<file path="src/rtl/spi_host_pkg.sv">
// Shared definitions for the SD-card SPI power-up initializer.
package spi_host_pkg;

  typedef enum logic [2:0] {
    IDLE    = 3'd0,
    DUMMY   = 3'd1,
    SELECT  = 3'd2,
    CMD     = 3'd3,
    WAIT_R1 = 3'd4,
    RESP    = 3'd5,
    TRAIL   = 3'd6,
    FINISH  = 3'd7
  } state_t;

  // CMD0 (GO_IDLE_STATE): start/tx bits, index 0, zero argument, CRC7 0x4A plus end bit
  localparam logic [47:0] CMD0_FRAME   = 48'h40_0000_0000_95;
  localparam logic [5:0]  CMD_BITS     = 6'd48;
  localparam logic [7:0]  TRAIL_CLOCKS = 8'd8;
  localparam logic [7:0]  R1_BITS_LEFT = 8'd7;

endpackage

</file>
<file path="src/rtl/spi_sclk_gen.sv">
// SPI mode-0 clock generator: SCLK idles low and toggles every HALF cycles
// while enabled. rise/fall are one-cycle strobes marking the clock edge on
// which the SCLK register changes level.
module spi_sclk_gen #(
  parameter int HALF = 2
) (
  input  logic clk,
  input  logic reset,
  input  logic en,
  output logic sclk,
  output logic rise,
  output logic fall
);

  localparam logic [7:0] HALF_M1 = 8'(HALF - 1);

  logic [7:0] hcnt;
  logic       tick;

  assign tick = (hcnt == HALF_M1);
  assign rise = en & tick & ~sclk;
  assign fall = en & tick & sclk;

  // half-period counter and SCLK register; disabling parks SCLK low at once
  always_ff @(posedge clk) begin
    if (reset || !en) begin
      hcnt <= 8'd0;
      sclk <= 1'b0;
    end else if (tick) begin
      hcnt <= 8'd0;
      sclk <= ~sclk;
    end else begin
      hcnt <= hcnt + 8'd1;
    end
  end

endmodule

</file>
<file path="src/rtl/spi_host_initializer.sv">
// SD-card SPI power-up sequencer: dummy clocks with CS high, CMD0, R1
// capture with timeout, trailing clocks, then a one-cycle done pulse.
// Rises sample and count; every state change that moves CS or MOSI lands
// on a fall strobe so the card always sees stable data at SCLK rise.
module spi_host_initializer
  import spi_host_pkg::*;
#(
  parameter int CLK_HALF_PERIOD = 2,
  parameter int DUMMY_CLOCKS    = 80,
  parameter int RESP_TIMEOUT    = 64
) (
  input  logic       CLK,
  input  logic       reset,
  input  logic       start,
  input  logic       MISO,
  output logic       SCLK,
  output logic       CS,
  output logic       MOSI,
  output logic       busy,
  output logic       done,
  output logic [7:0] R1,
  output logic       timeout
);

  localparam logic [7:0] DUMMY_N = 8'(DUMMY_CLOCKS);
  localparam logic [7:0] RESP_N  = 8'(RESP_TIMEOUT);

  state_t     state, state_n;
  logic       sclk_en, rise, fall;
  logic [7:0] cnt;
  logic [5:0] bidx;
  logic [7:0] rsh;
  logic       got;
  logic       cs_n, mosi_n;
  logic       accept;

  spi_sclk_gen #(.HALF(CLK_HALF_PERIOD)) u_sclk (
    .clk  (CLK),
    .reset(reset),
    .en   (sclk_en),
    .sclk (SCLK),
    .rise (rise),
    .fall (fall)
  );

  // start is only taken when not busy; FINISH counts as not busy
  assign accept = start && (state == IDLE || state == FINISH);

  // state register
  always_ff @(posedge CLK) begin
    if (reset) state <= IDLE;
    else       state <= state_n;
  end

  // next-state and status decode
  always_comb begin
    state_n = state;
    busy    = 1'b0;
    done    = 1'b0;
    sclk_en = 1'b0;
    case (state)
      IDLE: begin
        if (start) state_n = DUMMY;
      end
      DUMMY: begin
        busy = 1'b1; sclk_en = 1'b1;
        if (fall && cnt == DUMMY_N) state_n = SELECT;
      end
      SELECT: begin
        // entered on a fall, so the next fall closes one full SCLK period
        busy = 1'b1; sclk_en = 1'b1;
        if (fall) state_n = CMD;
      end
      CMD: begin
        busy = 1'b1; sclk_en = 1'b1;
        if (fall && bidx == CMD_BITS) state_n = WAIT_R1;
      end
      WAIT_R1: begin
        busy = 1'b1; sclk_en = 1'b1;
        if (fall) begin
          if (got)                state_n = RESP;
          else if (cnt == RESP_N) state_n = TRAIL;
        end
      end
      RESP: begin
        busy = 1'b1; sclk_en = 1'b1;
        if (fall && cnt == R1_BITS_LEFT) state_n = TRAIL;
      end
      TRAIL: begin
        busy = 1'b1; sclk_en = 1'b1;
        if (fall && cnt == TRAIL_CLOCKS) state_n = FINISH;
      end
      FINISH: begin
        done    = 1'b1;
        state_n = start ? DUMMY : IDLE;
      end
      default: state_n = IDLE;
    endcase
  end

  // next values for the registered CS/MOSI pins
  always_comb begin
    cs_n   = !(state_n == SELECT || state_n == CMD ||
               state_n == WAIT_R1 || state_n == RESP);
    mosi_n = 1'b1;
    if (state_n == CMD) begin
      if (state != CMD)  mosi_n = CMD0_FRAME[47];
      else if (fall)     mosi_n = CMD0_FRAME[6'd47 - bidx];
      else               mosi_n = MOSI;
    end
  end

  // counters, response shifter and result registers
  always_ff @(posedge CLK) begin
    if (reset) begin
      cnt     <= 8'd0;
      bidx    <= 6'd0;
      got     <= 1'b0;
      rsh     <= 8'hFF;
      R1      <= 8'hFF;
      timeout <= 1'b0;
      CS      <= 1'b1;
      MOSI    <= 1'b1;
    end else begin
      CS   <= cs_n;
      MOSI <= mosi_n;
      if (state_n != state) begin
        cnt  <= 8'd0;
        bidx <= 6'd0;
        got  <= 1'b0;
      end else if (rise) begin
        case (state)
          DUMMY, TRAIL: cnt <= cnt + 8'd1;
          CMD:          bidx <= bidx + 6'd1;
          WAIT_R1: begin
            cnt <= cnt + 8'd1;
            rsh <= {rsh[6:0], MISO};
            if (!MISO) got <= 1'b1;
          end
          RESP: begin
            cnt <= cnt + 8'd1;
            rsh <= {rsh[6:0], MISO};
            if (cnt == R1_BITS_LEFT - 8'd1) R1 <= {rsh[6:0], MISO};
          end
          default: ;
        endcase
      end
      if (accept) timeout <= 1'b0;
      if (state == WAIT_R1 && state_n == TRAIL) begin
        timeout <= 1'b1;
        R1      <= 8'hFF;
      end
    end
  end

endmodule

</file>
<file path="config.mk">
export PLATFORM = sky130hd
export DESIGN_NAME = spi_host_initializer
export DESIGN_NICKNAME = d
export VERILOG_FILES = /design/src/rtl/spi_host_pkg.sv /design/src/rtl/spi_sclk_gen.sv /design/src/rtl/spi_host_initializer.sv
export SDC_FILE = /design/constraint.sdc
export NUM_CORES = 1
export LEC_CHECK = 0
export ABC_AREA = 0
export CAP_MARGIN = 20
export CORE_MARGIN = 4
export CORE_UTILIZATION = 53
export CTS_CLUSTER_SIZE = 8
export DETAILED_ROUTE_END_ITERATION = 10
export GPL_ROUTABILITY_DRIVEN = 0
export GPL_TIMING_DRIVEN = 0
export HOLD_SLACK_MARGIN = 0.03
export PLACE_DENSITY = 0.76
export RECOVER_POWER = 25
export SYNTH_ARGS = -nofsm -noshare
export SYNTH_HDL_FRONTEND = slang
export SYNTH_SLANG_ARGS = --single-unit
export TNS_END_PERCENT = 30
</file>
<file path="constraint.sdc">
create_clock -name CLK -period 2.8 [get_ports CLK]
set_input_delay 0.56 -clock CLK [delete_from_list [all_inputs] [get_ports CLK]]
set_output_delay 0.56 -clock CLK [all_outputs]
set_load 0.03 [all_outputs]
</file>
# ---- Yosys cells after proc, flatten, opt, wreduce, memory -nomap -nowiden
# Memories as Yosys holds them, arrays and structs flattened.
# Index checks and enable logic that the tools add are counted.
dict set report op_classes {
  n_eq_ne 21
  n_mux 18
  n_reduce_logical 28
  order_cmp 1
  add_sub_neg 4
  bitwise_logic 7
}
# cell n
set ops {}
lappend ops {{2-to-1 mux 3 bit} 9}
lappend ops {{one-hot mux 3 bit (8 select lines)} 1}
lappend ops {{== test 3 bit (second input constant)} 7}
lappend ops {{adder 8 x 1 -> 8 bit (second input constant)} 2}
lappend ops {{== test 8 x 3 -> 1 bit (second input constant)} 2}
lappend ops {{== test 8 x 7 -> 1 bit (second input constant)} 2}
lappend ops {{== test 3 x 2 -> 1 bit (second input constant)} 4}
lappend ops {{OR reduction 2 bit} 5}
lappend ops {{== test 8 x 1 -> 1 bit (second input constant)} 1}
lappend ops {{== test 8 x 4 -> 1 bit (second input constant)} 1}
lappend ops {{2-to-1 mux 1 bit} 8}
lappend ops {{less-than comparator 6 x 7 -> 1 bit (second input constant)} 1}
lappend ops {{adder 6 x 1 -> 6 bit (second input constant)} 1}
lappend ops {{== test 6 bit (second input constant)} 1}
lappend ops {{logical AND 1 bit} 6}
lappend ops {{AND reduction 3 bit} 2}
lappend ops {{OR reduction 6 bit} 1}
lappend ops {{subtractor 6 bit (first input constant)} 1}
lappend ops {{logical OR 1 bit} 5}
lappend ops {{NOT 1 bit} 4}
lappend ops {{AND reduction 2 bit} 2}
lappend ops {{AND reduction 4 bit} 1}
lappend ops {{nonzero test 2 bit} 2}
lappend ops {{OR reduction 4 bit} 1}
lappend ops {{other kinds (6)} 9}
dict set report word_totals {
  wordCells 91
  register_bits 45
  romBits 64
  out_inout_bits 14
  memories 1
}
# name words width rd rd_ports_with_merged_regs wr line_no
set memory_table {}
lappend memory_table {{(no name shown)} 64 1 1 0 0 spi_host_initializer.sv:108} ;# else if (fall) mosi_n = CMD0_FRAME[6'd47 - bidx];

# ---- Longest topological paths before layout
# Gate-level depths: netlist (run 1).
dict set report depth {
  word_depth 13
  ltp_mapped 11
  depth_no_buf 8
}

# ---- Cells and area by module
# A second synthesis (run 1) with hierarchy kept.
dict set report unflattened {
  cells_unflattened 263
  hier_area_um2 2275.9
}
# module seq_area_each_um2 instances cells_per_inst area_each_um2
set modules_own_cells {}
lappend modules_own_cells {spi_host_initializer 720.7 1 216 1869.3}
lappend modules_own_cells {spi_sclk_gen 180.2 1 47 406.6}

# ---- Worst setup path before layout (run 1)
# OpenSTA, ideal clock, no wires.
dict set report synth_path {
  kind {reg2reg}
  from {reg state[1]}
  to {reg rsh[3]}
  slack_ns -0.080
  required_time_ns 2.680
  stages_incl_launch_ff 12
  n_path_buf 3
  setup_ns 0.120
  t_arrival_ns 2.760
  path_cell_list {dfxtp_1 buf_6 clkbuf_1 inv_1 ha_1 o311ai_1 a21boi_1 o21ai_1 and4bb_4 buf_2 nor2b_1 a211o_1}
}
dict set report synth_via {
  elab_chain_len 11
}
# item line_no
set synth_rtl {}
lappend synth_rtl {{start: declaration} spi_host_initializer.sv:28} ;# state_t state, state_n;
lappend synth_rtl {{start signal: assignment} spi_host_initializer.sv:52} ;# else state <= state_n;
lappend synth_rtl {{== test 3 bit, or another cell as far along} {spi_host_initializer.sv:61, spi_host_initializer.sv:132}}
lappend synth_rtl {{OR reduction 6 bit (no source line)} -}
lappend synth_rtl {{2-to-1 mux 1 bit} spi_host_initializer.sv:61} ;# case (state)
lappend synth_rtl {{AND 1 bit} {spi_sclk_gen.sv:21, spi_sclk_gen.sv:22}}
lappend synth_rtl {{AND 1 bit} spi_sclk_gen.sv:22} ;# assign fall = en & tick & sclk;
lappend synth_rtl {{logical AND 1 bit, on equally long branches} -}
lappend synth_rtl {{2-to-1 mux 3 bit, on equally long branches} -}
lappend synth_rtl {{one-hot mux 3 bit (8 select lines)} spi_host_initializer.sv:61}
lappend synth_rtl {{inequality test 3 bit} spi_host_initializer.sv:127} ;# if (state_n != state) begin
lappend synth_rtl {{NOT 1 bit (no source line)} -}
lappend synth_rtl {{AND reduction 3 bit (no source line) *} -}
lappend synth_rtl {{end signal: assignment} spi_host_initializer.sv:137} ;# rsh <= {rsh[6:0], MISO};
lappend synth_rtl {{end signal: assignment} spi_host_initializer.sv:142} ;# rsh <= {rsh[6:0], MISO};
lappend synth_rtl {{end: declaration} spi_host_initializer.sv:32} ;# logic [7:0] rsh;
# Mark *: on every way between the ends. The rest lies on a longest branch, timed or not.
# A chain may end at the register's enable or synchronous reset.

# ---- Worst setup path after layout (run 1)
dict set report layout_path {
  from {reg state[2]}
  to {reg rsh[4]}
}
# The elaborated chain is that of the path after synthesis.

==> qor.yml, run 1 <==
outcome:
  status: "finished clean"
floorplanning:
  rows: 25
  core_area_um2: 4750
  start_util: 0.549
  pin_count: 18
  die_area_um2: 6120
  die_w_um: 78.2
  die-height_um: 78.2
yosys:
  ys_seq_elements: 45
  yosysSeqAreaShare: 0.345
  synth.distinct_cells: 60
  yosys_most_used_dff: "dfxtp_1"
  syn_inst: 279
  synth_edf_count: 0
  ys.warnings.count: 0
  synth_nets: 295
  syn_area_um2: 2610
  avgSynthCellArea_um2: 9.36
  async_reset_ff_frac: 0
routing:
  vias: 2169
  wl_per_cell_um: 15.6
  drtAntennaViolNets: 0
  via_per_inst: 5.71
  firstDrtPassIters: 4
  drc_errors: 0
  drtIter0Drc: 92
  finalWirelength_mm: 5.93
sta:
  slew_violations: 0
  fin_tns_setup_ns: 0
  fin_crit_ns: 2.74
  period_share: 0.978
  setup_viol: 0
  hold_violations: 0
  worst_pin_slew_ns: 0.650
  relSlewSlack: 0.563
  max_freq_mhz: 365
  fin_skew_ns: 0.00524
grt:
  grt-ovfl-total: 0
  grt_pass1_wl_mm: 9.86
  antenna_found_initial: 0
  track_usage: 0.201
  grt_max_degree: 17
  grt_pass1_vias: 2097
cts:
  root_buffer: "clkbuf_8"
  clkLatencyLatePin_ns: 0.31
  cts_buffers: 5
  h-tree-depth: 2
  clock_sinks: 45
  tritoncts: "yes"
  postCtsHoldBufs: 0
  cts_buffer_depth: 2
  path_clk_slew_ns: 0.10
placed_design:
  placed_area_um2: 2860
  hpwlAfterDp_mm: 3.94
  portBuffers: 16
critical_path:
  crit_end: "rsh[4]"
  rrSetupSlack_ns: 0.06
  crit_path_start: "state[2]"
  arrival_ns: 2.95
  crit_type: "flip-flop to flip-flop"
  rr_endpoint: "rsh[4]"
  worstPathRequired_ns: 3.01
  endpoint_kind: "flip-flop"
  cp-start-kind: "flip-flop"
  reg2reg_from: "state[2]"
  r2r_cells: 10
  critPathMaxFanout: 10
layout:
  final_common_cell: "dfxtp_1"
  final_cell_mix: "dfxtp_1, nand2_1, nor2_1"
  antenna_cells: 0
  syn_to_final_growth_pct: 21.6
  drive_above_1_share: 0.217
  nets: 328
  fin_area_um2: 3180
flow_run:
  cap_violations: 0
pwr:
  p_per_area_nw_per_um2: 408
  leakage_nw: 1.12
  ir_drop_uv: 314
min_path:
  hp-class: "flip-flop to flip-flop"
-- how the worst min path moves through the flow --
stage / from / endpoint / slack [ns] / cells past startpoint
finish: rsh[6] / R1[7] / 0.47 / 2
global route: rsh[6] / R1[7] / 0.51 / 2
CTS: rsh[6] / R1[7] / 0.48 / 2
detailed placement: rsh[6] / R1[7] / 0.46 / 2
global placement: rsh[6] / R1[7] / 0.45 / 2
floorplan: rsh[6] / R1[7] / 0.43 / 2
-- sequential cells by signal, summed over array words and instances, names as in the netlist --
name	flops
CS	1
MOSI	1
R1	8
bidx	6
cnt	8
got	1
rsh	7
state	3
timeout	1
u_sclk.hcnt	8
u_sclk.sclk	1
-- report_power, final --
group | leakage, nW | switching [W] | total, W | internal, W
Clock | 0.0591 | 0.000254 | 0.000527 | 0.000273
Combinational | 0.698 | 0.0000804 | 0.000123 | 0.0000428
Sequential | 0.365 | 0.00000508 | 0.000646 | 0.000641
Total | 1.12 | 0.000340 | 0.00130 | 0.000957
-- stage by stage --
stage	instances	util	hold WS [ns]	worst slack, ns	total power (W)
after floorplan	279	-	0.433	0.0161	0.000743
final	380	0.668	0.473	0.0616	0.00130
after global placement	362	0.602	0.451	-0.461	0.000771
after detailed placement	362	0.602	0.456	-0.499	0.000773
after global routing	380	0.668	0.513	-0.0644	0.00134
after CTS	372	0.644	0.482	-0.00429	0.00130
-- cells in the mapped netlist, types with 3 or more instances --
| cell | number | share of area |
|---|---|---|
| a211o_1 | 10 | 0.034 |
| a211oi_1 | 6 | 0.017 |
| a211oi_2 | 10 | 0.048 |
| a21oi_1 | 5 | 0.0096 |
| and3_1 | 3 | 0.0072 |
| buf_2 | 4 | 0.0077 |
| buf_6 | 4 | 0.017 |
| clkbuf_1 | 6 | 0.0086 |
| dfxtp_1 | 45 | 0.34 |
| ha_1 | 12 | 0.057 |
| inv_1 | 9 | 0.013 |
| mux2i_1 | 13 | 0.050 |
| nand2_1 | 23 | 0.033 |
| nand3_1 | 6 | 0.011 |
| nand3b_1 | 3 | 0.0086 |
| nand4_1 | 8 | 0.019 |
| nand4b_1 | 3 | 0.010 |
| nor2_1 | 21 | 0.030 |
| nor2b_1 | 10 | 0.024 |
| nor3_1 | 7 | 0.013 |
| o21ai_0 | 3 | 0.0057 |
| o21ai_1 | 4 | 0.0077 |
| or3_1 | 3 | 0.0072 |
| xnor2_1 | 10 | 0.034 |
| xor2_1 | 9 | 0.030 |
-- cell families after synthesis --
logic type	share of synthesized area
buf+inv	0.0493
xor+xnor	0.0637
fa+ha+maj	0.0575
simple gates	0.233
flops	0.345
compound gates	0.197
mux	0.0541
-- final cells by class --
type,instances,area (um^2)
multi-input cells,209,1680
repair buffers,26,246
fillers,405,1580
plain buffers,15,101
well taps,67,83.8
clock buffers,5,68.8
inverters,10,41.3
clock inverters,3,47.5
flip-flops and latches,45,906
-- critical path, stage by stage, from the launching register on --
cell and delay, ns:
dfxtp_4 0.39, clkbuf_4 0.21, clkinvlp_4 0.14, ha_2 0.23, o311ai_4 0.38, a21boi_4 0.30, o21ai_1 0.11, and4bb_4 0.38
buf_4 0.17, nor2b_1 0.06, a211o_1 0.26
-- metal layers --
layer | track usage | vias up | share of wire
met5 | 0 | - | 0
met4 | 0.0857 | 0 | 0.015
met3 | 0.0401 | 9 | 0.036
met2 | 0.314 | 49 | 0.47
met1 | 0.269 | 1023 | 0.47
li1 | - | 1088 | -
-- timing repair --
action	CTS	global route
cloned	0	0
resized for setup	16	13
pin swaps	2	6
setup buffers	2	8
setup endpoints to repair	36	33
hold endpoints to repair	0	0
No activity file was read; power rests on OpenSTA's default activity.
==> run 2: changes to the inputs <==
--- a/config.mk
+++ b/config.mk
@@ -6,7 +6,7 @@
 export NUM_CORES = 1
 export LEC_CHECK = 0
 export ABC_AREA = 0
-export CAP_MARGIN = 20
+export ABC_CLOCK_PERIOD_IN_PS = 2800
 export CORE_MARGIN = 4
 export CORE_UTILIZATION = 53
 export CTS_CLUSTER_SIZE = 8
@@ -14,7 +14,7 @@
 export GPL_ROUTABILITY_DRIVEN = 0
 export GPL_TIMING_DRIVEN = 0
 export HOLD_SLACK_MARGIN = 0.03
-export PLACE_DENSITY = 0.76
+export PLACE_DENSITY = 0.85
 export RECOVER_POWER = 25
 export SYNTH_ARGS = -nofsm -noshare
 export SYNTH_HDL_FRONTEND = slang
==> run 2 against run 1 <==
The flow now finishes with violations (negative setup slack). Core utilization shrank 0.92 points. Total power is 8.3% lower. Sequential share of layout area grew 0.36 points. Sequential power about the same. Final cell count stayed put. Hold slack worse by 0.022 ns. Critical path depth stayed put. First-iteration DRC count is 93% higher.
==> qor.yml, run 2 (synthesis results as in run 1) <==
pwr:
  p_sw_w: 0.000325  # was 0.000340 W
  clockPowerShare: 0.353  # was 0.406
  intPower_w: 0.000865  # was 0.000957 W
  leakage_nw: 1.12  # about the same
  combPwrFrac: 0.103  # was 0.095
  p_seq_frac: 0.544  # was 0.499
  p_per_area_nw_per_um2: 380  # was 408 nW/um^2
  ir_drop_uv: 323  # was 314 uV
  swShare: 0.273  # was 0.262
placed_design:
  portBuffers: 16  # unchanged
  placed_area_um2: 2860  # unchanged
  place_ws_ns: -0.484  # was -0.499 ns
  hpwlAfterDp_mm: 4.06  # was 3.94 mm
cts:
  h-tree-depth: 2  # unchanged
  path_clk_slew_ns: 0.09  # was 0.10 ns
  clock_sinks: 45  # unchanged
  root_buffer: "clkbuf_8"  # unchanged
  clkLatencyLatePin_ns: 0.31  # about the same
  tritoncts: "yes"  # unchanged
  cts_buffers: 5  # unchanged
  cts_buffer_depth: 2  # unchanged
routing:
  via_per_inst: 6.03  # was 5.71
  wl_per_cell_um: 16.3  # was 15.6 um
  vias: 2290  # was 2169
  drtAntennaViolNets: 0  # unchanged
  firstDrtPassIters: 4  # unchanged
  drtIter0Drc: 178  # was 92
  finalWirelength_mm: 6.19  # was 5.93 mm
  drc_errors: 0  # unchanged
critical_path:
  r2r_cells: 10  # unchanged
  crit_type: "flip-flop to flip-flop"  # unchanged
  rr_endpoint: "rsh[0]"  # was rsh[4]
  worstPathRequired_ns: 3.00  # was 3.01 ns
  endpoint_kind: "flip-flop"  # unchanged
  cp-start-kind: "flip-flop"  # unchanged
  critPathMaxFanout: 10  # unchanged
  rrSetupSlack_ns: -0.005  # was 0.06 ns
  arrival_ns: 3.00  # was 2.95 ns
  reg2reg_from: "state[1]"  # was state[2]
flow_run:
  cap_violations: 0  # unchanged
floorplanning:
  die_w_um: 78.2  # unchanged
  die_area_um2: 6120  # unchanged
  die-height_um: 78.2  # unchanged
  rows: 25  # unchanged
  core_area_um2: 4750  # unchanged
  start_util: 0.549  # unchanged
  pin_count: 18  # unchanged
layout:
  nets: 328  # unchanged
  reg_top3: "R1 x8, cnt x8, u_sclk.hcnt x8"  # unchanged
  drive_above_1_share: 0.227  # was 0.217
  fin_area_um2: 3130  # was 3180 um^2
  final_common_cell: "dfxtp_1"  # unchanged
  antenna_cells: 0  # unchanged
  final_cell_mix: "dfxtp_1, nand2_1, nor2_1"  # unchanged
  syn_to_final_growth_pct: 19.9  # was 21.6%
  utilization: 0.659  # was 0.668
sta:
  worst_pin_slew_ns: 0.676  # was 0.650 ns
  fin_crit_ns: 2.81  # was 2.74 ns
  period_share: 1.00  # was 0.978
  max_freq_mhz: 356  # was 365 MHz
  hold_slack_ns: 0.451  # was 0.473 ns
  relSlewSlack: 0.546  # was 0.563
  rsz0062_at_grt: "yes"
  slew_violations: 0  # unchanged
  hold_violations: 0  # unchanged
  setup_viol: 2  # was 0
  fin_skew_ns: 0.00969  # was 0.00524 ns
  final.setup.worst_slack_ns: -0.00516  # was 0.0616 ns
grt:
  antenna_found_initial: 0  # unchanged
  grt-ovfl-total: 0  # unchanged
  track_usage: 0.209  # was 0.201
  grt_pass1_wl_mm: 10.5  # was 9.86 mm
  grt_pass1_vias: 2270  # was 2097
  grt_max_degree: 17  # unchanged
outcome:
  status: "complete, but fails checks"  # was finished clean
  violations: "negative setup slack"
min_path:
  holdCritStartpoint: "u_sclk.hcnt[0]"  # was rsh[6]
  holdPathEnd: "u_sclk.hcnt[0]"  # was R1[7]
  hp-class: "flip-flop to flip-flop"  # unchanged
  holdPathStages: 1  # was 2
==> run 2: cell types whose count changed in the layout (fill, tap and decap cells not counted), moves of 2 or more <==
cell,delta
clkdlybuf4s50_1,+12
dfxtp_2,+2
dlygate4sd3_1,-12
nor4_2,+2
==> run 2: timing repair <==
| action | 4_1_cts | 5_1_grt |
|---|---|---|
| setup buffers | 2 | 7 |
| gates resized for setup | 14 | 17 |
| endpoints found under the hold margin | 0 | 0 |
| hold buffers | 0 | 0 |
| setup endpoints to repair | 36 | 33 |
| cloned | 0 | 1 |
| pin swaps | 1 | 5 |
==> run 2: stage by stage <==
| stage | power (W) | cells | TNS [ns] |
|---|---|---|---|
| detailed placement | 0.000771 | 362 | -11.22 |
| global route | 0.00124 | 380 | -0.696 |
| finish | 0.00119 | 380 | -0.00770 |
| global placement | 0.000769 | 362 | -9.35 |
| CTS | 0.00119 | 372 | -0.0407 |
| floorplan | 0.000743 | 279 | 0 |
==> run 2: worst max-delay path by stage <==
| stage | start | to | slack, ns | depth (start not counted) |
|---|---|---|---|---|
| 2_1_floorplan | state[1] | rsh[3] | 0.02 | 11 |
| 3_3_place_gp | state[1] | cnt[1] | -0.44 | 11 |
| 3_5_place_dp | state[1] | cnt[1] | -0.48 | 11 |
| 4_1_cts | cnt[0] | MOSI | -0.04 | 8 |
| 5_1_grt | u_sclk.hcnt[1] | rsh[1] | -0.09 | 9 |
| 6_report | state[1] | rsh[0] | -0.005 | 10 |
==> run 2: area by class of cell <==
cell class | instances | area (um^2)
multi-input combinational | 210 | 1680
fill | 384 | 1620
sequential | 45 | 905
timing repair buffer | 25 | 226
buffer | 15 | 104
tap | 67 | 83.8
clock buffer | 5 | 68.8
inverter | 10 | 37.5
clock inverter | 3 | 25.0
==> run 2: power groups by stage <==
stage	clock, W	combinational, W	sequential, W
floorplan	0	0.0000820	0.000661
detailed placement	0	0.000110	0.000661
global placement	0	0.000108	0.000661
CTS	0.000430	0.000115	0.000647
global route	0.000457	0.000132	0.000648
finish	0.000420	0.000122	0.000647
==> run 2: worst max-delay path: stages (launching register included) <==
cell	delay [ns]
dfxtp_2	0.36
buf_6	0.15
buf_4	0.19
inv_1	0.07
ha_2	0.30
and3_4	0.16
buf_2	0.19
nor4_2	0.51
and4bb_4	0.29
buf_4	0.17
a211o_1	0.30
==> run 2: routing by layer <==
metal  share of wire  track usage
met3           0.050       0.0470
met4           0.028       0.0997
met5               0            0
met2            0.47        0.328
met1            0.45        0.272
==> edit 1: new RTL, flow settings as in run 2 <==
Put one more register stage on the output `R1`, without a reset. The value now appears one clock later. The other outputs are not delayed to match.
--- a/src/rtl/spi_host_initializer.sv
+++ b/src/rtl/spi_host_initializer.sv
@@ -26,2 +26,4 @@
   localparam logic [7:0] RESP_N  = 8'(RESP_TIMEOUT);
+
+  logic [7:0] R1_s0;
 
@@ -119,3 +121,3 @@
       rsh     <= 8'hFF;
-      R1      <= 8'hFF;
+      R1_s0   <= 8'hFF;
       timeout <= 1'b0;
@@ -142,3 +144,3 @@
             rsh <= {rsh[6:0], MISO};
-            if (cnt == R1_BITS_LEFT - 8'd1) R1 <= {rsh[6:0], MISO};
+            if (cnt == R1_BITS_LEFT - 8'd1) R1_s0 <= {rsh[6:0], MISO};
           end
@@ -150,3 +152,3 @@
         timeout <= 1'b1;
-        R1      <= 8'hFF;
+        R1_s0   <= 8'hFF;
       end
@@ -155,2 +157,6 @@
 
+  always_ff @(posedge CLK) begin
+    R1 <= R1_s0;
+  end
+
 endmodule
Function: changed (a bounded check fails within 4 cycles, from zero or initial values and one cycle with reset high).
==> edit 1 against run 2 <==
First-iteration DRC count is 20% lower; design area is 7.2% lower; setup slack better by 130 ps; wire length is 18% lower; global-route usage is 2.6 points lower; sequential cell count is 8 higher; area after synthesis is 3.4% lower; power is 16% higher; largest power group unchanged; critical path type unchanged.
==> edit 1: results (changes against run 2) <==
- Pleak: 1.14 nW (+2.2%)
- Number of vias in the routed layout: 2046 (-11%)
- Arr. time, crit path: 2840 ps (-160 ps)
- Commonest cells in the netlist: sky130_fd_sc_hd__dfxtp_1 (53), sky130_fd_sc_hd__nor2_1 (40), sky130_fd_sc_hd__nand2_1 (21)
- Number of unique standard cell types used by synthesis: 52 (-13%)
- Top cells by area, synth: sky130_fd_sc_hd__dfxtp_1 (42%), sky130_fd_sc_hd__ha_1 (5.9%), sky130_fd_sc_hd__nor2_1 (5.9%), sky130_fd_sc_hd__xor2_1 (4.2%), sky130_fd_sc_hd__a211o_1 (3.1%)
- Worst Max-Slew Pin Slew: 945 ps (+268 ps)
- Register area share after synthesis: 42.0% (+7.5 points)
- Number of filler instances in the final layout: 357 (-7.0%)
- Sum of routed wire length over all layers: 5100 um (-18%)
- Skew final: 9.61 ps (-0.0744 ps)
- Met2 capacity usage during global routing: 30.9% (-1.9 points)
- Placed wire-length estimate: 3650 um (-10%)
- Wire length of the first global-routing pass: 8870 um (-15%)
- GRT met1 Usage: 22.2% (-5.0 points)
- Fraction of layout instances using a drive strength above 1: 13.2% (-9.5 points)
- Count of cells along the worst hold path: 0 (-1)
- Final net count: 319 (-2.7%)
- Slack of the worst reg-to-reg path: 130 ps (+130 ps)
- Start point of the worst min-delay path: R1_s0[2]
- Result of the run: finished clean
- Number of cells upsized or downsized after cts: 5 (-9)
- Instance count after placement with tap cells included: 347 (-4.1%)
- Worst hold slack across all endpoints: 355 ps (-95.9 ps)
- Pre-Repair DR Iteration Count: 5 (+1)
- Timing endpoint of the critical path: R1_s0[4]
- Global Route Usage Sum: 18.3% (-2.6 points)
## edit 1: changes by cell type in the layout (fill, tap and decap cells not counted), sizes merged, moves of 5 or more
cell | run 2 | this run
a211oi | 16 | 1
buf | 19 | 6
clkdlybuf4s50 | 15 | 9
dfxtp | 45 | 53
dlygate4sd3 | 0 | 6
inv | 11 | 16
mux2i | 13 | 6
nand3 | 7 | 14
nor2 | 22 | 40
nor2b | 10 | 4
nor3 | 7 | 12
## edit 1: layer usage
metal	up-vias	routed length, um
li1	1025	-
met1	933	2230
met2	77	2490
met3	11	297
met4	0	85
met5	-	0
## edit 1: worst max-delay path: stages (launching register included)
cell                       delay (ps)
sky130_fd_sc_hd__dfxtp_2          380
sky130_fd_sc_hd__buf_4            180
sky130_fd_sc_hd__inv_1             70
sky130_fd_sc_hd__ha_1             310
sky130_fd_sc_hd__inv_1            100
sky130_fd_sc_hd__a211oi_4          60
sky130_fd_sc_hd__buf_4            190
sky130_fd_sc_hd__o31a_1           340
sky130_fd_sc_hd__o21ai_2          180
sky130_fd_sc_hd__nand3_2          170
sky130_fd_sc_hd__a41oi_4          380
sky130_fd_sc_hd__o211ai_1         150
## edit 1: cells by family (layout without fill, tap and decap cells)
| kind of cell | after synthesis | count (layout) | synth area share (%) |
|---|---|---|---|
| multiplexers | 6 | 6 | 2.38 |
| flip-flops | 53 | 53 | 42.0 |
| AND/OR/NAND/NOR | 123 | 123 | 26.3 |
| XOR/XNOR | 20 | 20 | 6.94 |
| adder cells (fa/ha/maj) | 12 | 12 | 5.95 |
| buffers and inverters | 26 | 51 | 4.46 |
| AO/OA/AOI/OAI | 39 | 39 | 12.0 |
## edit 1: final cells by class
| class | count | area (um^2) | area share (%) |
|---|---|---|---|
| sequential | 53 | 1060 | 36.5 |
| buffer | 10 | 56.3 | 1.94 |
| tap | 52 | 65.1 | 2.24 |
| clock buffer | 6 | 72.6 | 2.50 |
| inverter | 16 | 60.1 | 2.07 |
| clock inverter | 2 | 38.8 | 1.33 |
| timing repair buffer | 17 | 166 | 5.72 |
| multi-input combinational | 200 | 1390 | 47.7 |
## edit 1: stage by stage
| stage | instance area, um^2 | setup WS [ps] | utilization (%) |
|---|---|---|---|
| final | 2910 | 128 | 65.0 |
| after global routing | 2910 | -5.27 | 65.0 |
| after CTS | 2890 | 42.8 | 64.6 |
| after detailed placement | 2750 | -108 | 61.5 |
| after global placement | 2750 | -62.8 | 61.5 |
| after floorplan | 2520 | 261 | - |
## edit 1: where the power goes
| group | leakage [nW] | internal [mW] | switching (mW) | total (mW) |
|---|---|---|---|---|
| Combinational | 0.655 | 0.0331 | 0.0649 | 0.0980 |
| Sequential | 0.429 | 0.757 | 0.00475 | 0.761 |
| Clock | 0.0554 | 0.268 | 0.247 | 0.516 |
==> edit 2: new RTL, flow settings as in run 2 <==
Without the edit above. `DUMMY_CLOCKS`: 80 -> 64.
--- a/src/rtl/spi_host_initializer.sv
+++ b/src/rtl/spi_host_initializer.sv
@@ -8,3 +8,3 @@
   parameter int CLK_HALF_PERIOD = 2,
-  parameter int DUMMY_CLOCKS    = 80,
+  parameter int DUMMY_CLOCKS    = 64,
   parameter int RESP_TIMEOUT    = 64
Function: no difference found for any inputs over 10 cycles, from zero or initial values and one cycle with reset high; that may be too few to reach the edited logic, so the function may still have changed.
==> edit 2 against run 2 <==
Wire length decreased by 17%; sequential cell count unchanged; power decreased by 2.1%; design area decreased by 9.5%; area after synthesis decreased by 4.9%; worst hold slack improved by 8.5 ps; die area decreased by 4.4%; setup slack improved by 170 ps; count of clock-buffer cells in the layout increased by 2; largest power group unchanged.
==> edit 2: results (changes against run 2) <==
- Result of the run: finished clean
- Arr. time, crit path: 2800 ps (-200 ps)
- Clock Pin Slew Worst Setup and Hold Paths: 80 ps
- Skew final: 4.85 ps (-4.84 ps)
- Clock buffers created by TritonCTS: 5 (unchanged)
- Fraction of layout instances using a drive strength above 1: 15.2% (-7.5 points)
- Initial DRC count: 206 (+16%)
- # diodes: 0 (unchanged)
- Primary flip-flop cell chosen by synthesis mapping: sky130_fd_sc_hd__dfxtp_1
- Maximum number of pins on one net before global-route repair: 14 (-3)
- Wire length of the first global-routing pass: 9390 um (-10%)
- Instance count after placement with tap cells included: 340 (-6.1%)
- Maximum vdd ir drop: 0.308 mV (-4.6%)
- Pre-Repair DR Iteration Count: 4 (unchanged)
- Commonest cells in the netlist: sky130_fd_sc_hd__dfxtp_1 (45), sky130_fd_sc_hd__nand2_1 (30), sky130_fd_sc_hd__nor2_1 (27)
- Maximum fanout along the worst path: 8 (-2)
- Clock Latency Late Sink: 290 ps (-20 ps)
- Routed length per instance: 14.7 um (-9.8%)
- Avg Synthesized Cell Area: 9.13 um^2 (-2.5%)
- Syn_nets: 288 (-2.4%)
- Register area share after synthesis: 36.3% (+1.8 points)
- Worst Max-Slew Pin Slew: 691 ps (+14.4 ps)
- Number of vias in the routed layout: 2039 (-11%)
- Placed wire-length estimate: 3640 um (-10%)
- Maximum level of the CTS H-tree: 2 (unchanged)
- Post-route non-filler standard cell count: 348 (-8.4%)
- Worst hold-check path type: reg2reg
- Global Route Usage Sum: 19.4% (-1.5 points)
- Registers with the highest flip-flop counts: R1 (8), cnt (8), u_sclk.hcnt (8)
- Clk buf depth: 2 (unchanged)
- Port Buffers: 16 (unchanged)
- Antenna violations before repair: 0 (unchanged)
- Top cells by area, synth: sky130_fd_sc_hd__dfxtp_1 (36%), sky130_fd_sc_hd__mux2i_1 (7.7%), sky130_fd_sc_hd__ha_1 (6.0%), sky130_fd_sc_hd__xor2_1 (5.3%), sky130_fd_sc_hd__nand2_1 (4.5%)
- Post-CTS Setup Inserts: 0 (-2)
- Number of synthesis warnings: 0 (unchanged)
- Switching share of power: 23.2% (-4.1 points)
- Buffer cell driving the clock tree root: sky130_fd_sc_hd__clkbuf_8
- Pleak: 1.04 nW (-6.7%)
- Final net count: 311 (-5.2%)
- Fraction of synthesis flops using an asynchronous set or reset pin: 0% (unchanged)
- Number of unique standard cell types used by synthesis: 62 (+3.3%)
-- edit 2: worst max-delay path, cell delays in order (launching register included) --
cell and delay, ps:
sky130_fd_sc_hd__dfxtp_1 340, sky130_fd_sc_hd__inv_1 60, sky130_fd_sc_hd__ha_1 120, sky130_fd_sc_hd__or4b_1 480, sky130_fd_sc_hd__or4_1 410, sky130_fd_sc_hd__buf_2 200, sky130_fd_sc_hd__nor3_4 310, sky130_fd_sc_hd__nand4_4 270
sky130_fd_sc_hd__mux2i_1 230, sky130_fd_sc_hd__nand2_1 70
-- edit 2: power by group through the flow --
stage | Combinational, mW | Sequential, mW | Clock, mW
final | 0.0898 | 0.644 | 0.431
after detailed placement | 0.0864 | 0.660 | 0
after global placement | 0.0852 | 0.659 | 0
after floorplan | 0.0632 | 0.660 | 0
after global routing | 0.0971 | 0.645 | 0.479
after CTS | 0.0877 | 0.644 | 0.442
-- edit 2: logic make-up after synthesis --
| group | Yosys count | share of synthesized area [%] |
|---|---|---|
| AOI/OAI and AO/OA | 33 | 10.3 |
| xor gates and xnor gates | 19 | 6.70 |
| adders and majority gates | 12 | 6.05 |
| buffers and inverters | 20 | 3.78 |
| DFF | 45 | 36.3 |
| muxes | 19 | 7.66 |
| and+or+nand+nor | 124 | 29.3 |
-- edit 2: layout make-up --
cell class	count	area [um^2]
multi-input combinational	207	1500
clock inverter	1	5.00
buffer	10	70.1
inverter	10	38.8
timing repair buffer	16	155
fill	369	1610
clock buffer	7	96.3
tap	52	65.1
sequential	45	906
-- edit 2: final timing paths --
kind                        from              to  slack (ps)  depth (start not counted)
setup / recovery  u_sclk.hcnt[1]           R1[1]         160                          9
hold / removal    u_sclk.hcnt[0]  u_sclk.hcnt[0]         460                          1
setup reg to reg  u_sclk.hcnt[1]           R1[1]         160                          9
hold reg to reg   u_sclk.hcnt[0]  u_sclk.hcnt[0]         460                          1
-- edit 2: timing repair --
item                       in CTS  in global routing
pin swaps                       0                  1
setup endpoints to repair      34                 24
hold endpoints to repair        0                  0
hold buffers                    0                  0
gates resized for setup         9                  7
-- edit 2: metrics by stage --
stage          utilization [%]  instance area [um^2]  TNS [ps]  total power, mW  setup WS (ps)
5_1_grt                   63.8                  2830     -18.7             1.22          -18.7
6_report                  63.8                  2830         0             1.16            162
4_1_cts                   63.6                  2830         0             1.17          0.111
2_1_floorplan                -                  2480         0            0.723            214
3_3_place_gp              61.0                  2710     -5640            0.745           -433
3_5_place_dp              61.0                  2710     -6700            0.746           -428
-- edit 2: layer usage --
layer / track usage (%) / wire length [um]
met2: 31.5 / 2410
met4: 7.43 / 98
met1: 24.8 / 2300
met3: 4.61 / 298
met5: 0 / 0
